File: src/rtl/tpu_seq_pkg.sv
// Shared types and derived constants for the tinytpu host-side sequencer.
package tpu_seq_pkg;

  localparam int unsigned D_W_DEF     = 8;
  localparam int unsigned N_DEF       = 2;
  localparam int unsigned WORD_DEF    = 2;
  localparam int unsigned TIMEOUT_DEF = 255;

  localparam int unsigned LOAD_BITS = N_DEF * WORD_DEF * D_W_DEF;
  localparam int unsigned RES_BITS  = N_DEF * N_DEF * 2 * D_W_DEF;

  function automatic int unsigned cnt_w(input int unsigned n);
    return $clog2(n + 1);
  endfunction

  localparam int unsigned LOAD_CNT_W = cnt_w(LOAD_BITS);
  localparam int unsigned RES_CNT_W  = cnt_w(RES_BITS);
  localparam int unsigned WAIT_CNT_W = cnt_w(TIMEOUT_DEF);

  typedef enum logic [2:0] {
    S_IDLE,
    S_LOAD,
    S_START,
    S_WAIT,
    S_CAPTURE,
    S_DONE
  } state_e;

endpackage

File: src/rtl/tpu_seq_piso.sv
// One operand lane: byte buffer with a host write port, read out MSB first by bit index.
module tpu_seq_piso #(
  parameter int unsigned D_W   = 8,
  parameter int unsigned DEPTH = 4
) (
  input  logic                             clk,
  input  logic                             rst,
  input  logic                             wr_en_i,
  input  logic [$clog2(DEPTH)-1:0]         wr_addr_i,
  input  logic [D_W-1:0]                   wr_data_i,
  input  logic [$clog2(DEPTH*D_W)-1:0]     bit_idx_i,
  output logic                             bit_o
);

  localparam int unsigned BW = $clog2(D_W);
  localparam int unsigned IW = $clog2(DEPTH * D_W);

  logic [D_W-1:0]           mem_q [DEPTH];
  logic [D_W-1:0]           mem_d [DEPTH];
  logic [$clog2(DEPTH)-1:0] byte_sel;
  logic [BW-1:0]            bit_sel;

  // Serial bit is taken from the post-write image so a write in the start cycle feeds bit 0.
  always_comb begin
    mem_d = mem_q;
    if (wr_en_i) mem_d[wr_addr_i] = wr_data_i;
  end

  assign byte_sel = bit_idx_i[IW-1:BW];
  assign bit_sel  = ~bit_idx_i[BW-1:0];
  assign bit_o    = mem_d[byte_sel][bit_sel];

  always_ff @(posedge clk) begin
    if (rst) mem_q <= '{default: '0};
    else     mem_q <= mem_d;
  end

endmodule

File: src/rtl/tpu_sequencer.sv
// Sequences the tinytpu core: serial operand load, init, result wait with timeout, capture, done/ack.
module tpu_sequencer
  import tpu_seq_pkg::*;
#(
  parameter int unsigned D_W     = D_W_DEF,
  parameter int unsigned N       = N_DEF,
  parameter int unsigned WORD    = WORD_DEF,
  parameter int unsigned TIMEOUT = TIMEOUT_DEF
) (
  input  logic                        clk,
  input  logic                        rst,
  input  logic                        wr_en,
  input  logic [$clog2(N*WORD)-1:0]   wr_addr,
  input  logic [D_W-1:0]              wr_data_x,
  input  logic [D_W-1:0]              wr_data_y,
  input  logic                        start,
  input  logic                        ack,
  output logic                        busy,
  output logic                        done,
  output logic                        error,
  input  logic [$clog2(N*N)-1:0]      rd_addr,
  output logic [2*D_W-1:0]            rd_data,
  output logic                        tpu_data_in_x,
  output logic                        tpu_data_in_y,
  output logic                        tpu_load_en,
  output logic                        tpu_init,
  input  logic                        tpu_data_out_z,
  input  logic                        tpu_tx_ready
);

  localparam int unsigned LD_BITS = N * WORD * D_W;
  localparam int unsigned RS_BITS = N * N * 2 * D_W;
  localparam int unsigned LD_W    = cnt_w(LD_BITS);
  localparam int unsigned RS_W    = cnt_w(RS_BITS);
  localparam int unsigned WT_W    = cnt_w(TIMEOUT);
  localparam int unsigned IDX_W   = $clog2(LD_BITS);
  localparam int unsigned E_W     = 2 * D_W;

  state_e             state_q, state_d;
  logic [LD_W-1:0]    ld_cnt_q, ld_cnt_d;
  logic [RS_W-1:0]    rs_cnt_q, rs_cnt_d;
  logic [WT_W-1:0]    wt_cnt_q, wt_cnt_d;
  logic [RS_BITS-1:0] res_q, res_d;
  logic               busy_q, busy_d, done_q, done_d, error_q, error_d;
  logic               load_q, load_d, init_q, init_d, x_q, x_d, y_q, y_d;
  logic               timeout_hit, buf_we, x_bit, y_bit;
  logic [IDX_W-1:0]   bit_idx;
  logic [E_W-1:0]     elem [N*N];

  assign buf_we  = wr_en && (state_q == S_IDLE);
  assign bit_idx = (state_q == S_LOAD) ? ld_cnt_q[IDX_W-1:0] : '0;

  tpu_seq_piso #(.D_W(D_W), .DEPTH(N*WORD)) u_lane_x (
    .clk(clk), .rst(rst), .wr_en_i(buf_we), .wr_addr_i(wr_addr),
    .wr_data_i(wr_data_x), .bit_idx_i(bit_idx), .bit_o(x_bit)
  );

  tpu_seq_piso #(.D_W(D_W), .DEPTH(N*WORD)) u_lane_y (
    .clk(clk), .rst(rst), .wr_en_i(buf_we), .wr_addr_i(wr_addr),
    .wr_data_i(wr_data_y), .bit_idx_i(bit_idx), .bit_o(y_bit)
  );

  always_ff @(posedge clk) begin
    if (rst) begin
      state_q  <= S_IDLE;
      ld_cnt_q <= '0;
      rs_cnt_q <= '0;
      wt_cnt_q <= '0;
      res_q    <= '0;
      busy_q   <= 1'b0;
      done_q   <= 1'b0;
      error_q  <= 1'b0;
      load_q   <= 1'b0;
      init_q   <= 1'b0;
      x_q      <= 1'b0;
      y_q      <= 1'b0;
    end else begin
      state_q  <= state_d;
      ld_cnt_q <= ld_cnt_d;
      rs_cnt_q <= rs_cnt_d;
      wt_cnt_q <= wt_cnt_d;
      res_q    <= res_d;
      busy_q   <= busy_d;
      done_q   <= done_d;
      error_q  <= error_d;
      load_q   <= load_d;
      init_q   <= init_d;
      x_q      <= x_d;
      y_q      <= y_d;
    end
  end

  // Bit 0 of the load is emitted on the start edge, so the load counter leaves IDLE at 1.
  always_comb begin
    state_d     = state_q;
    ld_cnt_d    = ld_cnt_q;
    rs_cnt_d    = rs_cnt_q;
    wt_cnt_d    = wt_cnt_q;
    res_d       = res_q;
    timeout_hit = 1'b0;
    unique case (state_q)
      S_IDLE: if (start) begin
        state_d  = S_LOAD;
        ld_cnt_d = LD_W'(1);
      end
      S_LOAD: begin
        if (ld_cnt_q == LD_W'(LD_BITS)) state_d = S_START;
        else                            ld_cnt_d = ld_cnt_q + 1'b1;
      end
      S_START: begin
        state_d  = S_WAIT;
        wt_cnt_d = '0;
      end
      S_WAIT: begin
        if (tpu_tx_ready) begin
          state_d  = S_CAPTURE;
          res_d    = {res_q[RS_BITS-2:0], tpu_data_out_z};
          rs_cnt_d = RS_W'(1);
        end else if (wt_cnt_q == WT_W'(TIMEOUT - 1)) begin
          state_d     = S_DONE;
          timeout_hit = 1'b1;
        end else begin
          wt_cnt_d = wt_cnt_q + 1'b1;
        end
      end
      S_CAPTURE: begin
        res_d = {res_q[RS_BITS-2:0], tpu_data_out_z};
        if (rs_cnt_q == RS_W'(RS_BITS - 1)) state_d = S_DONE;
        else                                rs_cnt_d = rs_cnt_q + 1'b1;
      end
      S_DONE: if (ack) state_d = S_IDLE;
      default: state_d = S_IDLE;
    endcase
  end

  always_comb begin
    busy_d  = (state_d != S_IDLE);
    load_d  = (state_d == S_LOAD);
    init_d  = (state_d == S_START);
    x_d     = load_d & x_bit;
    y_d     = load_d & y_bit;
    done_d  = (state_d == S_DONE);
    error_d = done_d && ((state_q == S_DONE) ? error_q : timeout_hit);
  end

  for (genvar e = 0; e < N*N; e++) begin : g_elem
    assign elem[e] = res_q[RS_BITS-1-e*E_W -: E_W];
  end

  assign rd_data       = elem[rd_addr];
  assign busy          = busy_q;
  assign done          = done_q;
  assign error         = error_q;
  assign tpu_load_en   = load_q;
  assign tpu_init      = init_q;
  assign tpu_data_in_x = x_q;
  assign tpu_data_in_y = y_q;

endmodule

File: config.mk
export PLATFORM = sky130hd
export DESIGN_NAME = tpu_sequencer
export DESIGN_NICKNAME = d
export VERILOG_FILES = /design/src/rtl/tpu_seq_pkg.sv /design/src/rtl/tpu_seq_piso.sv /design/src/rtl/tpu_sequencer.sv
export SDC_FILE = /design/constraint.sdc
export NUM_CORES = 1
export LEC_CHECK = 0
export CORE_MARGIN = 1.5
export CORE_UTILIZATION = 45
export DETAILED_ROUTE_END_ITERATION = 10
export PLACE_DENSITY = 0.75
export SYNTH_ARGS = -nofsm -noshare
export SYNTH_HDL_FRONTEND = slang
export SYNTH_SLANG_ARGS = --single-unit
File: constraint.sdc
create_clock -name clk -period 2.9 [get_ports clk]
set_input_delay 0.58 -clock clk [delete_from_list [all_inputs] [get_ports clk]]
set_output_delay 0.58 -clock clk [all_outputs]
set_load 0.02 [all_outputs]
==> impl_results.md, run 1 <==
* Initial Utilization at 0.461
* Congestion Overflow GR at 0
* Final Core Density at 0.559
* Netlist cell types at 59
* Nets at 950
* Placed Area at 7910 um2
* Leak pwr at 3.01 nW
* Crit-path cells: clkdlybuf4s50_1, buf_4, mux4_2, clkdlybuf4s50_1
* DRC Markers at 0
* Avg Cell Area, Syn at 8.06 um2
* Setup violators final at 0
* Data arrival, critical path at 2.27 ns
* Total CTS buffers at 17
* Setup TNS at 0 ns
* H-tree depth at 4
* GPL Wtd Cong at 0.884
* Slew Limit Fails at 0
* R2R Setup Slk at 0.54 ns
* Avg WL per Cell at 16.0 um
* CTS root buf: clkbuf_16
* CP max stage delay at 0.55 ns
* Port Buf Inserts at 49
* Sink Count at 159
* Reg-to-Reg Start: state_q[1]
* Synth top area share at 0.454
* Die X at 128 um
* Final Hold Fails at 0
* Slowest stage cell, crit path: clkdlybuf4s50_1
* Tot GR Track Use at 0.228
* Die area at 16300 um2
* Overall Power at 4.84 mW
* Synthesis-stage register bit count at 159
* Die Span Y at 128 um
* Setup Buffers After CTS at 0
* Clock share of power at 0.475
* Post-Syn Area at 7010 um2
* Peak supply drop at 0.420 mV
* I/O Pins at 50
* Post-DR vias/cell at 5.66
* HP Start: rst
* TritonRoute pass-1 iters at 5
* Type of the most critical hold path: input port to flop
* Tmin final at 2.85 ns
* Total number of yosys warnings at 0
* Initial drt markers at 603
* FILL cells at 1356
* N_diodes at 0
* Switching pwr at 1.25 mW
* Worst-margin pin slew at 0.747 ns
* Most used cell, CP: clkdlybuf4s50_1
* # resized after CTS at 15
* Hold path depth at 2
* Clock Skews at 0.0120 ns
* Hold Crit Endpoint: state_q[1]
* Max Root-Sink Buffers at 2
* Via count at 6332
* Synth top area cells: dfxtp_1 (45%), nand2_1 (14%), a21oi_1 (10%)
* Post-CTS Hold Buffers at 0
* Placed insts at 1087
* Power Density at 569 nW/um2
* Rel. slew slack at 0.501
* Initial antenna violation count at 0
* CP required at 2.32 ns
* Critical path fanouts, max at 2
* Sw Share at 0.258
* Comb pwr share at 0.064
* Post-DP HPWL at 11500 um
* Max Freq at 350 MHz
* Reg2reg end: tpu_data_in_y
* Vias in the first global route at 5747
* Sequential area share after synthesis at 0.454
* Sequential share of power at 0.461
* Dominant synthesized flop cell: dfxtp_1
* Critical Path Start Type: input port
* Synth area leader: dfxtp_1
* Syn_nets at 902
* Fin area at 8500 um2
* Element type at the critical path end: output port
* Ys async rst share at 0
* Clk pin slew, worst setup/hold paths at 0.07 ns
* Finished Layout Cells at 1119
* Max_cap viols at 0
* FF-to-FF path depth at 7
* Pin count of the biggest net entering global routing at 65
* Most frequent cell after synthesis: nand2_1
* Internal at 3.59 mW
* Antenna Violating Nets Remaining at 0
* Clk_lat worst skew at 0.44 ns
* Commonest cells post-synth: nand2_1 (257), dfxtp_1 (159), a21oi_1 (144)
* Core Area at 15200 um2
* Crit path kind: input port to output port
* Layout cells sized above 1 at 0.108
* Area Growth Syn to Fin at 21.3%
* Total Wirelength at 17900 um
* RSZ-0062 raised after global routing: false
* EDFF count, synth at 0
* CTS tree: done
* Status: complete, no violations
* Core Rows at 45
* Tcrit/Tclk final at 0.984
* Cell count after synthesis at 870
* First-pass GRT wire length at 29500 um
-- worst max-delay path by stage --
stage,from,endpoint,depth (start not counted)
floorplan,rd_addr[0],rd_data[10],3
global placement,rd_addr[0],rd_data[6],4
detailed placement,rd_addr[0],rd_data[15],4
CTS,rd_addr[0],rd_data[1],4
global route,rd_addr[0],rd_data[1],4
finish,rd_addr[0],rd_data[1],4
-- area by class of cell --
class / count / area [um2] / area share
tap: 188 / 235 / 0.0277
timing repair buffer: 90 / 840 / 0.0987
multi-input combinational: 643 / 3600 / 0.424
clock buffer: 17 / 425 / 0.0500
sequential: 159 / 3180 / 0.374
inverter: 7 / 26.3 / 0.00309
clock inverter: 15 / 193 / 0.0227
-- worst max-delay path, delay by kind of cell --
family / cells / cell delay (ns)
buffers and inverters: 3 / 1.21
multiplexers: 1 / 0.48
-- power groups by stage --
stage                     Combinational, mW  Clock (mW)  Sequential (mW)
after floorplan                       0.166           0             2.28
after global placement                0.301           0             2.28
after detailed placement              0.303           0             2.28
after CTS                             0.306        2.33             2.23
after global routing                  0.335        2.42             2.23
final                                 0.310        2.30             2.23
-- sequential cells by signal (all words and copies together) (netlist names), 3 cells and up --
signal / count
wt_cnt_q: 8
ld_cnt_q: 6
u_lane_y.mem_q: 32
u_lane_x.mem_q: 32
state_q: 3
elem: 64
rs_cnt_q: 7
-- cell families after synthesis --
| kind of cell | after synthesis | synth area share |
|---|---|---|
| AO/OA/AOI/OAI | 220 | 0.180 |
| XOR/XNOR | 12 | 0.0150 |
| adder cells (fa/ha/maj) | 5 | 0.00892 |
| buffers and inverters | 68 | 0.0378 |
| flip-flops | 159 | 0.454 |
| multiplexers | 28 | 0.0691 |
| AND/OR/NAND/NOR | 378 | 0.235 |
-- metrics by stage --
stage	hold slack, ns	setup slack, ns
finish	0.362	0.0462
global route	0.353	0.00741
global placement	0.439	-0.0483
CTS	0.349	0.0380
floorplan	0.428	0.175
detailed placement	0.445	-0.0611
-- cell usage in the layout (no fill, tap or decap), drive strengths merged, types with 4 or more instances in the layout --
cell type | Yosys | routed
nand3 | 16 | 16
a211o | 4 | 4
clkbuf | 46 | 17
o21ai | 22 | 22
ha | 5 | 5
o311ai | 4 | 4
a211oi | 11 | 11
nor2 | 43 | 43
mux4 | 16 | 16
dfxtp | 159 | 159
nor2b | 7 | 7
nor3 | 11 | 11
o221ai | 4 | 4
a21oi | 144 | 144
nand4 | 9 | 9
clkdlybuf4s50 | 0 | 33
mux2i | 9 | 9
nand2b | 10 | 10
o211ai | 4 | 4
dlygate4sd2 | 0 | 15
inv | 7 | 15
clkinv | 0 | 6
nand2 | 257 | 257
buf | 15 | 42
xor2 | 9 | 9
-- routing by layer --
layer	wire length (um)	global-route usage	up-vias	share of wire
li1	-	-	3113	-
met1	7950	0.312	2962	0.44
met2	8330	0.359	232	0.47
met3	1380	0.0509	25	0.077
met4	223	0.0740	0	0.012
met5	0	0	-	0
Note: power is estimated with default switching activity, not from simulation.
==> run 2: changes to the inputs <==
--- a/config.mk
+++ b/config.mk
@@ -5,10 +5,13 @@
 export SDC_FILE = /design/constraint.sdc
 export NUM_CORES = 1
 export LEC_CHECK = 0
+export CELL_PAD_IN_SITES_DETAIL_PLACEMENT = 0
+export CELL_PAD_IN_SITES_GLOBAL_PLACEMENT = 2
 export CORE_MARGIN = 1.5
-export CORE_UTILIZATION = 45
+export CORE_UTILIZATION = 38
 export DETAILED_ROUTE_END_ITERATION = 10
-export PLACE_DENSITY = 0.75
+export MAX_ROUTING_LAYER = met4
+export PLACE_DENSITY = 0.95
 export SYNTH_ARGS = -nofsm -noshare
 export SYNTH_HDL_FRONTEND = slang
 export SYNTH_SLANG_ARGS = --single-unit
==> constraint.sdc (replaced) <==
create_clock -name clk -period 3.7 [get_ports clk]
set_input_delay 0.74 -clock clk [delete_from_list [all_inputs] [get_ports clk]]
set_output_delay 0.74 -clock clk [all_outputs]
set_load 0.02 [all_outputs]
==> impl_results.md, run 2 (synthesis results as in run 1) <==
* Crit path kind: input port to output port
* Setup Buffers After CTS at 0 (unchanged)
* RSZ-0062 raised after global routing: false
* Most used cell, CP: clkdlybuf4s50_1
* Comb pwr share at 0.061 (-0.003)
* Kind of cell adding the most delay to the critical path: buffers and inverters
* Leak pwr at 2.84 nW (-5.6%)
* Total Wirelength at 19100 um (+6.7%)
* Power Density at 446 nW/um2 (-21%)
* Switching pwr at 966 uW (-23%)
* Nets at 936 (-1.5%)
* Commonest non-fill, non-tap cells in the layout: nand2_1 (257), dfxtp_1 (159), a21oi_1 (144), clkdlybuf4s50_1 (48), nor2_1 (43)
* Clk_lat worst skew at 0.44 ns (about the same)
* Post-CTS Hold Buffers at 0 (unchanged)
* Critical Path Start Type: input port
* Tcrit/Tclk final at 0.894
* Max Root-Sink Buffers at 2 (unchanged)
* Die area at 19300 um2 (+18%)
* Final Hold Fails at 0 (unchanged)
* Initial drt markers at 449 (-26%)
* Tmin final at 3.31 ns
* Area Growth Syn to Fin at 20.0%
* Worst path bufs/invs at 3 (unchanged)
* CP required at 2.96 ns (+0.64 ns)
* Met2 Usage GRT at 0.306 (-0.0525)
* I/O Pins at 50 (unchanged)
* Vias in the first global route at 5873 (+2.2%)
* First-pass GRT wire length at 31200 um (+5.7%)
* Crit-path cells: clkdlybuf4s50_1, buf_12, mux4_2, clkdlybuf4s50_1
* Core Rows at 49 (+8.9%)
* GRT Max-Usage Layer: met2
* M1 GR Usage at 0.288 (-0.0234)
* Sw Share at 0.257 (-0.000719)
* Die Span Y at 139 um (+8.6%)
* Port Buf Inserts at 49 (unchanged)
* Finished Layout Cells at 1146 (+2.4%)
* Type of the most critical hold path: flop to flop
* Internal at 2.79 mW (-22%)
* Max Freq at 302 MHz
* Clk pin slew, worst setup/hold paths at 0.07 ns (about the same)
* Status: complete, no violations
* Sequential share of power at 0.467 (+0.006)
* Placed insts at 1114 (+2.5%)
* Setup TNS at 0 ns (unchanged)
* Critical path fanouts, max at 16 (+14)
* Post-DR vias/cell at 5.41 (-4.4%)
* Clock share of power at 0.472 (-0.003)
* Pin count of the biggest net entering global routing at 74 (+14%)
* GRT met3 Usage at 0.0387 (-0.0122)
* Slowest stage cell, crit path: clkdlybuf4s50_1
* Most common cell after layout, fill and taps aside: nand2_1
* Initial antenna violation count at 0 (unchanged)
* Tot GR Track Use at 0.208 (-0.0201)
* Core Area at 18000 um2 (+19%)
* # resized after CTS at 0 (-15)
* Die X at 139 um (+8.6%)
* Layout cells sized above 1 at 0.0949 (-0.0136)
* DRC Markers at 0 (unchanged)
* Worst-margin pin slew at 0.806 ns (+0.0591 ns)
* Overall Power at 3.76 mW (-22%)
* N_diodes at 0 (unchanged)
* TritonRoute pass-1 iters at 5 (unchanged)
* CTS root buf: clkbuf_16
* GPL Wtd Cong at 0.874 (-1.1%)
* Clock Skews at 0.0188 ns (+0.00673 ns)
* Avg WL per Cell at 16.7 um (+4.2%)
* H-tree depth at 4 (unchanged)
* Max_cap viols at 0 (unchanged)
* Via count at 6197 (-2.1%)
* Data arrival, critical path at 2.57 ns (+0.30 ns)
* CP max stage delay at 0.56 ns (about the same)
* CTS tree: done
* Element type at the critical path end: output port
* Final Core Density at 0.467 (-0.0925)
* Sink Count at 159 (unchanged)
* Peak supply drop at 0.452 mV (+7.8%)
* Rel. slew slack at 0.462 (-0.0392)
* Congestion Overflow GR at 0 (unchanged)
* Slew Limit Fails at 0 (unchanged)
* Setup violators final at 0 (unchanged)
* Max reg flops at 64 (unchanged)
* Post-DP HPWL at 12400 um (+7.5%)
* Antenna Violating Nets Remaining at 0 (unchanged)
* Total CTS buffers at 17 (unchanged)
* Initial Utilization at 0.389 (-0.0722)
==> run 2: cell types whose count changed in the layout (fill, tap and decap cells not counted), sizes merged <==
cell	change
inv	+3
clkdlybuf4s50	+15
clkinv	-6
buf	-14
clkinvlp	+3
dlygate4sd2	-15
==> run 2: final cells by class <==
class	count	area, um2
flip-flops and latches	159	3180
clock buffers	17	425
fillers	1795	9610
well taps	229	287
clock inverters	15	164
inverters	7	26.3
multi-input cells	643	3600
repair buffers	76	728
==> run 2: power by group through the flow <==
stage               clock (mW)  combinational (mW)  sequential, mW
floorplan                    0               0.130            1.79
global placement             0               0.227            1.79
detailed placement           0               0.228            1.79
CTS                       1.81               0.229            1.75
global route              1.88               0.251            1.75
finish                    1.77               0.230            1.75
==> run 2: per-stage QoR <==
| step | setup slack (ns) | hold slack, ns | instance area, um2 |
|---|---|---|---|
| finish | 0.394 | 0.453 | 8420 |
| global route | 0.324 | 0.473 | 8420 |
| floorplan | 0.655 | 0.428 | 7010 |
| global placement | 0.456 | 0.439 | 7830 |
| detailed placement | 0.396 | 0.445 | 7830 |
| CTS | 0.381 | 0.455 | 8420 |
==> run 2: tightest hold or removal path, stage by stage (launching register included) <==
cell,delay (ns)
dfxtp_1,0.31
nand2_1,0.05
a21oi_1,0.05
==> run 2: worst paths after layout <==
path	start	end	slack, ns	cells past startpoint
worst max-delay path	rd_addr[0]	rd_data[12]	0.39	4
worst min-delay path	u_lane_y.mem_q[21]	u_lane_y.mem_q[21]	0.45	2
worst max register to register	state_q[1]	tpu_data_in_x	0.96	7
worst min register to register	u_lane_y.mem_q[21]	u_lane_y.mem_q[21]	0.45	2
==> run 2: per-layer routing <==
metal	up-vias	share of wire
met1	2939	0.48
met5	-	0
met4	0	0.016
met2	158	0.45
li1	3076	-
met3	24	0.049
==> run 3: changes to the inputs <==
--- a/config.mk
+++ b/config.mk
@@ -9,6 +9,7 @@
 export CELL_PAD_IN_SITES_GLOBAL_PLACEMENT = 2
 export CORE_MARGIN = 1.5
 export CORE_UTILIZATION = 38
+export CTS_CLUSTER_DIAMETER = 80
 export DETAILED_ROUTE_END_ITERATION = 10
 export MAX_ROUTING_LAYER = met4
 export PLACE_DENSITY = 0.95
==> results of run 3 <==
No change in the layout: final DEF, timing and power equal those of run 2.
